**config.mk**
```make
export PLATFORM = sky130hd
export DESIGN_NAME = if_fetch_unit
export DESIGN_NICKNAME = d
export VERILOG_FILES = /design/src/rtl/if_fetch_unit.sv
export SDC_FILE = /design/constraint.sdc
export NUM_CORES = 1
export LEC_CHECK = 0
export ABC_CLOCK_PERIOD_IN_PS = 10610
export BUFFER_PORTS_ARGS = -buffer_cell sky130_fd_sc_hd__buf_2
export CAP_MARGIN = 20
export CORE_UTILIZATION = 38
export DETAILED_ROUTE_END_ITERATION = 6
export PLACE_DENSITY_LB_ADDON = 0.08
export SLEW_MARGIN = 20
export SYNTH_ARGS = -nofsm -noshare
export SYNTH_HDL_FRONTEND = slang
export SYNTH_SLANG_ARGS = --single-unit
```
**constraint.sdc**
```tcl
create_clock -name clk -period 10.61 [get_ports clk]
set_clock_uncertainty 0.2 [all_clocks]
set_input_delay 2.122 -clock clk [delete_from_list [all_inputs] [get_ports clk]]
set_output_delay 2.122 -clock clk [all_outputs]
set_load 0.05 [all_outputs]
```
**src/rtl/if_fetch_unit.sv**
```systemverilog
// if_fetch_unit: MIPS instruction-fetch stage.
// Holds the PC, runs the instruction-memory handshake and owns the IF/ID register.
// Redirects fetch on exception, interrupt, jump or taken branch, and flushes
// wrong-path instructions.
// Ports: clk, reset (async, active-high)
//   IM_Req/IM_Addr/IM_Ready/IM_Data - instruction memory handshake
//   ID_Stall, ID_Taken, ID_IsBranch, ID_BranchTarget,
//   ID_Jump, ID_JumpTarget          - ID-stage control inputs
//   IRQ, Exception                  - trap requests
//   IF_PC, ID_PCPlus4, ID_Instruction, ID_Valid - stage outputs
// Optional feature macro: BRANCH_DELAY_SLOT_EN. When defined, the instruction
// completing fetch during a jump/branch redirect is kept as the delay slot.
module if_fetch_unit #(
   parameter logic [31:0] RESET_PC = 32'h8000_0000,
   parameter logic [31:0] IRQ_PC   = 32'h8000_0004,
   parameter logic [31:0] EXC_PC   = 32'h8000_0008
) (
   input  logic        clk,
   input  logic        reset,
   output logic        IM_Req,
   output logic [31:0] IM_Addr,
   input  logic        IM_Ready,
   input  logic [31:0] IM_Data,
   input  logic        ID_Stall,
   input  logic        ID_Taken,
   input  logic        ID_IsBranch,
   input  logic [31:0] ID_BranchTarget,
   input  logic        ID_Jump,
   input  logic [31:0] ID_JumpTarget,
   input  logic        IRQ,
   input  logic        Exception,
   output logic [31:0] IF_PC,
   output logic [31:0] ID_PCPlus4,
   output logic [31:0] ID_Instruction,
   output logic        ID_Valid
);

   typedef enum logic [1:0] {
      S_FETCH = 2'd0,
      S_HOLD  = 2'd1,
      S_DRAIN = 2'd2
   } state_t;

   state_t      state_q, state_d;
   logic [31:0] pc_q, pc_d;
   logic [31:0] drain_q, drain_d;
   logic [31:0] skid_instr_q, skid_instr_d;
   logic [31:0] skid_pc4_q, skid_pc4_d;
   logic        skid_slot_q, skid_slot_d;
   logic        keep_q, keep_d;
   logic [31:0] idi_q, idi_d;
   logic [31:0] idp_q, idp_d;
   logic        idv_q, idv_d;

   logic        take_exc, take_irq, take_jmp, take_br;
   logic        trap, ctl, redirect;
   logic [31:0] target;
   logic [31:0] seq_pc;

   // Sequential increment keeps the supervisor bit (bit 31) fixed.
   function automatic logic [31:0] inc(input logic [31:0] a);
      return {a[31], a[30:0] + 31'd4};
   endfunction

   assign seq_pc = inc(pc_q);

   assign take_exc = Exception;
   assign take_irq = IRQ & ~pc_q[31];
   assign take_jmp = ID_Jump & idv_q & ~ID_Stall;
   assign take_br  = ID_IsBranch & ID_Taken & idv_q & ~ID_Stall;
   assign trap     = take_exc | take_irq;
   assign ctl      = take_jmp | take_br;
   assign redirect = trap | ctl;

   always_comb begin
      target = ID_BranchTarget;
      if (take_exc)      target = EXC_PC;
      else if (take_irq) target = IRQ_PC;
      else if (take_jmp) target = ID_JumpTarget;
   end

   // While draining, the bus keeps the abandoned address; PC already
   // points at the redirect target.
   assign IM_Req         = ~reset & (state_q != S_HOLD);
   assign IM_Addr        = (state_q == S_DRAIN) ? drain_q : pc_q;
   assign IF_PC          = pc_q;
   assign ID_PCPlus4     = idp_q;
   assign ID_Instruction = idi_q;
   assign ID_Valid       = idv_q;

   always_comb begin
      state_d      = state_q;
      pc_d         = pc_q;
      drain_d      = drain_q;
      skid_instr_d = skid_instr_q;
      skid_pc4_d   = skid_pc4_q;
      skid_slot_d  = skid_slot_q;
      keep_d       = keep_q;
      idi_d        = idi_q;
      idp_d        = idp_q;
      idv_d        = idv_q;

      unique case (state_q)
         S_FETCH: begin
            if (redirect) begin
               pc_d        = target;
               idv_d       = 1'b0;
               idi_d       = 32'h0;
               skid_slot_d = 1'b0;
               if (IM_Ready) begin
                  state_d = S_FETCH;
`ifdef BRANCH_DELAY_SLOT_EN
                  if (!trap) begin
                     idi_d = IM_Data;
                     idp_d = seq_pc;
                     idv_d = 1'b1;
                  end
`endif
               end else begin
                  state_d = S_DRAIN;
                  drain_d = pc_q;
                  keep_d  = 1'b0;
`ifdef BRANCH_DELAY_SLOT_EN
                  keep_d  = ~trap;
`endif
               end
            end else if (IM_Ready) begin
               if (!ID_Stall) begin
                  idi_d = IM_Data;
                  idp_d = seq_pc;
                  idv_d = 1'b1;
                  pc_d  = seq_pc;
               end else begin
                  skid_instr_d = IM_Data;
                  skid_pc4_d   = seq_pc;
                  skid_slot_d  = 1'b0;
                  state_d      = S_HOLD;
               end
            end else if (!ID_Stall) begin
               idv_d = 1'b0;
               idi_d = 32'h0;
            end
         end

         S_HOLD: begin
            if (redirect) begin
               pc_d        = target;
               idv_d       = 1'b0;
               idi_d       = 32'h0;
               skid_slot_d = 1'b0;
               state_d     = S_FETCH;
`ifdef BRANCH_DELAY_SLOT_EN
               if (!trap) begin
                  idi_d = skid_instr_q;
                  idp_d = skid_pc4_q;
                  idv_d = 1'b1;
               end
`endif
            end else if (!ID_Stall) begin
               idi_d       = skid_instr_q;
               idp_d       = skid_pc4_q;
               idv_d       = 1'b1;
               // A held delay slot was fetched after PC moved to the target.
               if (!skid_slot_q) pc_d = seq_pc;
               skid_slot_d = 1'b0;
               state_d     = S_FETCH;
            end
         end

         S_DRAIN: begin
            if (redirect) begin
               pc_d   = target;
               idv_d  = 1'b0;
               idi_d  = 32'h0;
               keep_d = 1'b0;
               if (IM_Ready) state_d = S_FETCH;
            end else if (IM_Ready) begin
               state_d = S_FETCH;
               keep_d  = 1'b0;
               if (!ID_Stall) begin
                  idv_d = 1'b0;
                  idi_d = 32'h0;
               end
`ifdef BRANCH_DELAY_SLOT_EN
               if (keep_q) begin
                  if (!ID_Stall) begin
                     idi_d = IM_Data;
                     idp_d = inc(drain_q);
                     idv_d = 1'b1;
                  end else begin
                     skid_instr_d = IM_Data;
                     skid_pc4_d   = inc(drain_q);
                     skid_slot_d  = 1'b1;
                     state_d      = S_HOLD;
                  end
               end
`endif
            end else if (!ID_Stall) begin
               idv_d = 1'b0;
               idi_d = 32'h0;
            end
         end

         default: begin
            state_d = S_FETCH;
         end
      endcase
   end

   always_ff @(posedge clk or posedge reset) begin
      if (reset) begin
         state_q      <= S_FETCH;
         pc_q         <= RESET_PC;
         drain_q      <= RESET_PC;
         skid_instr_q <= 32'h0;
         skid_pc4_q   <= 32'h0;
         skid_slot_q  <= 1'b0;
         keep_q       <= 1'b0;
         idi_q        <= 32'h0;
         idp_q        <= 32'h0;
         idv_q        <= 1'b0;
      end else begin
         state_q      <= state_d;
         pc_q         <= pc_d;
         drain_q      <= drain_d;
         skid_instr_q <= skid_instr_d;
         skid_pc4_q   <= skid_pc4_d;
         skid_slot_q  <= skid_slot_d;
         keep_q       <= keep_d;
         idi_q        <= idi_d;
         idp_q        <= idp_d;
         idv_q        <= idv_d;
      end
   end

endmodule

```
==> run_results.csv <==
group,metric,value,unit
critical_path,path_buf_inv,2,
flow_run,drv_cap,0,
yosys,yosysSeqAreaShare,47.8,%
yosys,synth-xor-area-share,2.57,%
finish,drive_gt1_share,28.5,%
detailed_routing,via_count,8711,
yosys,synth_top_family_by_area,"simple AND/OR/NAND/NOR gates",
cts,cts_num_sinks,195,
floorplan,dieHeight,166,µm
yosys,synth_compound_area_share,16.5,%
critical_path,crit_slowest_cell,"buf_2",
timing,fin_crit_sh,46.5,%
critical_path,required,8.29,ns
placed_design,dp_hpwl,20200,µm
global_routing,grt_use_met3,4.19,%
detailed_routing,drcViolationCount,13,
yosys,yosysTopAreaCellShare,47.2,%
finish,nNetsFinal,1365,
yosys,syn_area,0.0102,mm²
yosys,netlist_instances,1082,
global_routing,grt_pass1_vias,8296,
critical_path,cp-startpoint,"reset",
global_routing,busiest_layer,"met2",
outcome,violations,"design-rule violations",
floorplan,num_io_pins,235,
yosys,yosysUniqueCellTypes,59,
floorplan,fp.dieW,166,µm
cts,htreeDepth,4,
critical_path,cpPeakStageDelay,0.27,ns
cts,postCtsSetupBuffers,0,
cts,cts_made_buffers,17,
yosys,synth_edf_count,0,
timing,finalSetupViolCount,0,
yosys,ys_top_cells_by_area,"dfrtp_1 (47%), nand2_1 (8.5%), mux2_2 (6.9%), mux2i_1 (3.6%), a21oi_1 (3.4%)",
yosys,ys_seq_elements,195,
critical_path,cp_cell_sequence,"buf_2 > nor2_1 > buf_2",
timing,setup_ws,5.68,ns
global_routing,grt_util_all_layers,22.2,%
critical_path,crit_type,"primary input to output pin",
yosys,syn_avg_cell_area,9.45,µm²
timing,slew_headroom,32.6,%
critical_path,reg2reg_depth,8,
critical_path,cp.depth,3,
placed_design,pre_cts_ws,5.62,ns
power_and_ir_drop,max-vdd-ir-drop,0.000193,V
finish,area_growth_syn_to_layout,19.0,%
min_path,hold_path_class,"flip-flop to flip-flop",
critical_path,reg2reg_slack,6.86,ns
floorplan,core_area,0.0262,mm²
yosys,yosys.area.top_type,"dfrtp_1",
critical_path,crit_path_end,"IM_Req",
critical_path,reg2reg_from,"state_q[0]",
placed_design,portBuffers,234,
floorplan,rows,59,
cts,clk_path_buf_depth,2,
yosys,synth_top_flop_cell,"dfrtp_1",
timing,slew_viol_final,0,
global_routing,grt_pass1_wl,48100,µm
detailed_routing,first_pass_iters,7,
outcome,status,"finished with violations",
yosys,synthAdderAreaFrac,0.612,%
detailed_routing,routed_wl,30500,µm
detailed_routing,drt_first_iter_violations,605,
timing,max_freq,203,MHz
global_routing,grt_antenna_before_repair,1,
finish,nFillCells,2570,
global_routing,met1_usage,32.8,%
floorplan,initial_core_util,39.0,%
global_routing,use_met2,33.8,%
critical_path,critPathTopFamily,"buffers and inverters",
yosys,yosys_warnings,0,
critical_path,r2r-end,"IF_PC[22]",
yosys,yosys.area_share.simple,17.6,%
cts,cts_resized,0,
power_and_ir_drop,p_per_area,343,mW/mm²
timing,tns,0,ns
yosys,syn-num-nets,1192,
critical_path,critPathMostFrequentCell,"buf_2",
cts,clk_pin_slew,0.07,ns
timing,hold_viol_final,0,
global_routing,grt.overflow.total,0,
detailed_routing,routedWlPerCell,19.0,µm
critical_path,cp-end-kind,"output pin",
floorplan,die_area,0.0276,mm²
critical_path,path_max_fanout,2,
global_routing,grt_start_max_net_pins,132,
critical_path,start_kind,"primary input",
cts,insertion_delay,0.44,ns
detailed_routing,drt.antenna.violating_nets,0,
cts,root_buffer,"clkbuf_16",
yosys,synth_mux_area_share,10.6,%
yosys,async_flop_share,100,%
placed_design,gp_congestion,0.791,
cts,ctsHoldBuffers,0,
timing,fin_crit,4.93,ns
detailed_routing,vias_per_cell,5.43,
timing,grt_setup_unrepaired,"false",
critical_path,crit_arrival,2.61,ns
power_and_ir_drop,leakagePower,0.00588,µW
cts,cts_tree,"yes",
timing,tightestPinTransition,1.01,ns
finish,n_antenna_cell,0,
## power breakdown
part	total, µW	leakage [µW]	internal, µW	switching [µW]
Sequential	1340	0.00252	1050	285
Clock	676	0.000286	357	319
Combinational	2160	0.00307	608	1550
## final cells by class
type | count | area, µm² | share of cell area (%)
repair buffers | 247 | 1270 | 10.4
flip-flops and latches | 195 | 4880 | 40.1
multi-input cells | 779 | 4930 | 40.5
inverters | 15 | 63.8 | 0.525
well taps | 335 | 419 | 3.45
clock inverters | 13 | 166 | 1.37
clock buffers | 19 | 433 | 3.56
## cells by family (layout without fill, tap and decap cells)
group | after synthesis | count (layout)
fa+ha+maj | 5 | 5
compound gates | 253 | 253
xor+xnor | 30 | 30
buf+inv | 108 | 294
mux | 100 | 100
flops | 195 | 195
simple gates | 391 | 391
## cells in the final DEF (no fill, tap or decap), drive strengths merged, types with 28 or more instances in the layout
cell       n
a21oi     69
buf      247
dfrtp    193
mux2      63
mux2i     37
nand2    231
nand3b    28
nor2      41
o21ai     58
o2bb2ai   31
## sequential cells by signal, indices dropped and copies added, names as in the netlist
signal / count
state_q: 2
ID_Instruction: 32
ID_Valid: 1
skid_pc4_q: 32
ID_PCPlus4: 32
skid_instr_q: 32
IF_PC: 32
drain_q: 32
## Yosys cell counts, types with 3 or more instances
library cell,instances
a2bb2oi_1,10
and2_1,3
o21ai_0,56
nand3_1,25
and4_1,3
o21bai_1,5
clkbuf_1,54
mux2i_1,37
nand4_1,8
dfrtp_1,193
o32a_1,4
inv_1,15
a31oi_1,13
o21a_1,3
buf_4,4
nand3b_1,28
buf_1,8
nand2_1,231
or3_1,5
o2bb2ai_1,31
nor2_1,41
o211ai_1,17
nor4_1,7
nor4_2,3
o22a_1,9
xnor2_1,19
mux2_2,63
a22oi_1,5
nor3_1,22
nor2b_1,3
nor3_2,3
buf_2,27
a221o_1,9
a21oi_1,69
o22ai_1,3
ha_1,5
xor2_1,11
## per-layer routing
layer  wire, µm  part of all wire, %
met1      15000                   49
met2      13600                   44
met3       1630                  5.3
met4        322                  1.1
met5         13                0.043
## worst register-to-register path: stages, from the launching register on
cell and delay (ns):
dfrtp_1 0.46, inv_1 0.12, ha_2 0.83, inv_1 0.32
o2111ai_2 0.17, buf_4 0.35, nand2_1 0.64, nor3_1 0.44
a221o_1 0.16
## how the worst min path moves through the flow
stage                              start              to  cells past startpoint
after floorplan           skid_pc4_q[13]  skid_pc4_q[13]                      2
after global routing       skid_pc4_q[7]   skid_pc4_q[7]                      2
after CTS                 skid_pc4_q[12]  skid_pc4_q[12]                      2
after global placement    skid_pc4_q[13]  skid_pc4_q[13]                      2
final                     skid_pc4_q[13]  skid_pc4_q[13]                      2
after detailed placement  skid_pc4_q[12]  skid_pc4_q[12]                      2
## through the flow
stage	util, %	hold slack, ns	area (µm²)	std cells	power [µW]
5_1_grt	46.4	0.293	12200	1603	4420
2_1_floorplan	-	0.240	10200	1082	2960
4_1_cts	46.4	0.276	12200	1603	4210
3_5_place_dp	44.1	0.258	11600	1571	3520
6_report	46.4	0.272	12200	1603	4170
3_3_place_gp	44.1	0.255	11600	1571	3500
Power figures use the tool's default switching activity.
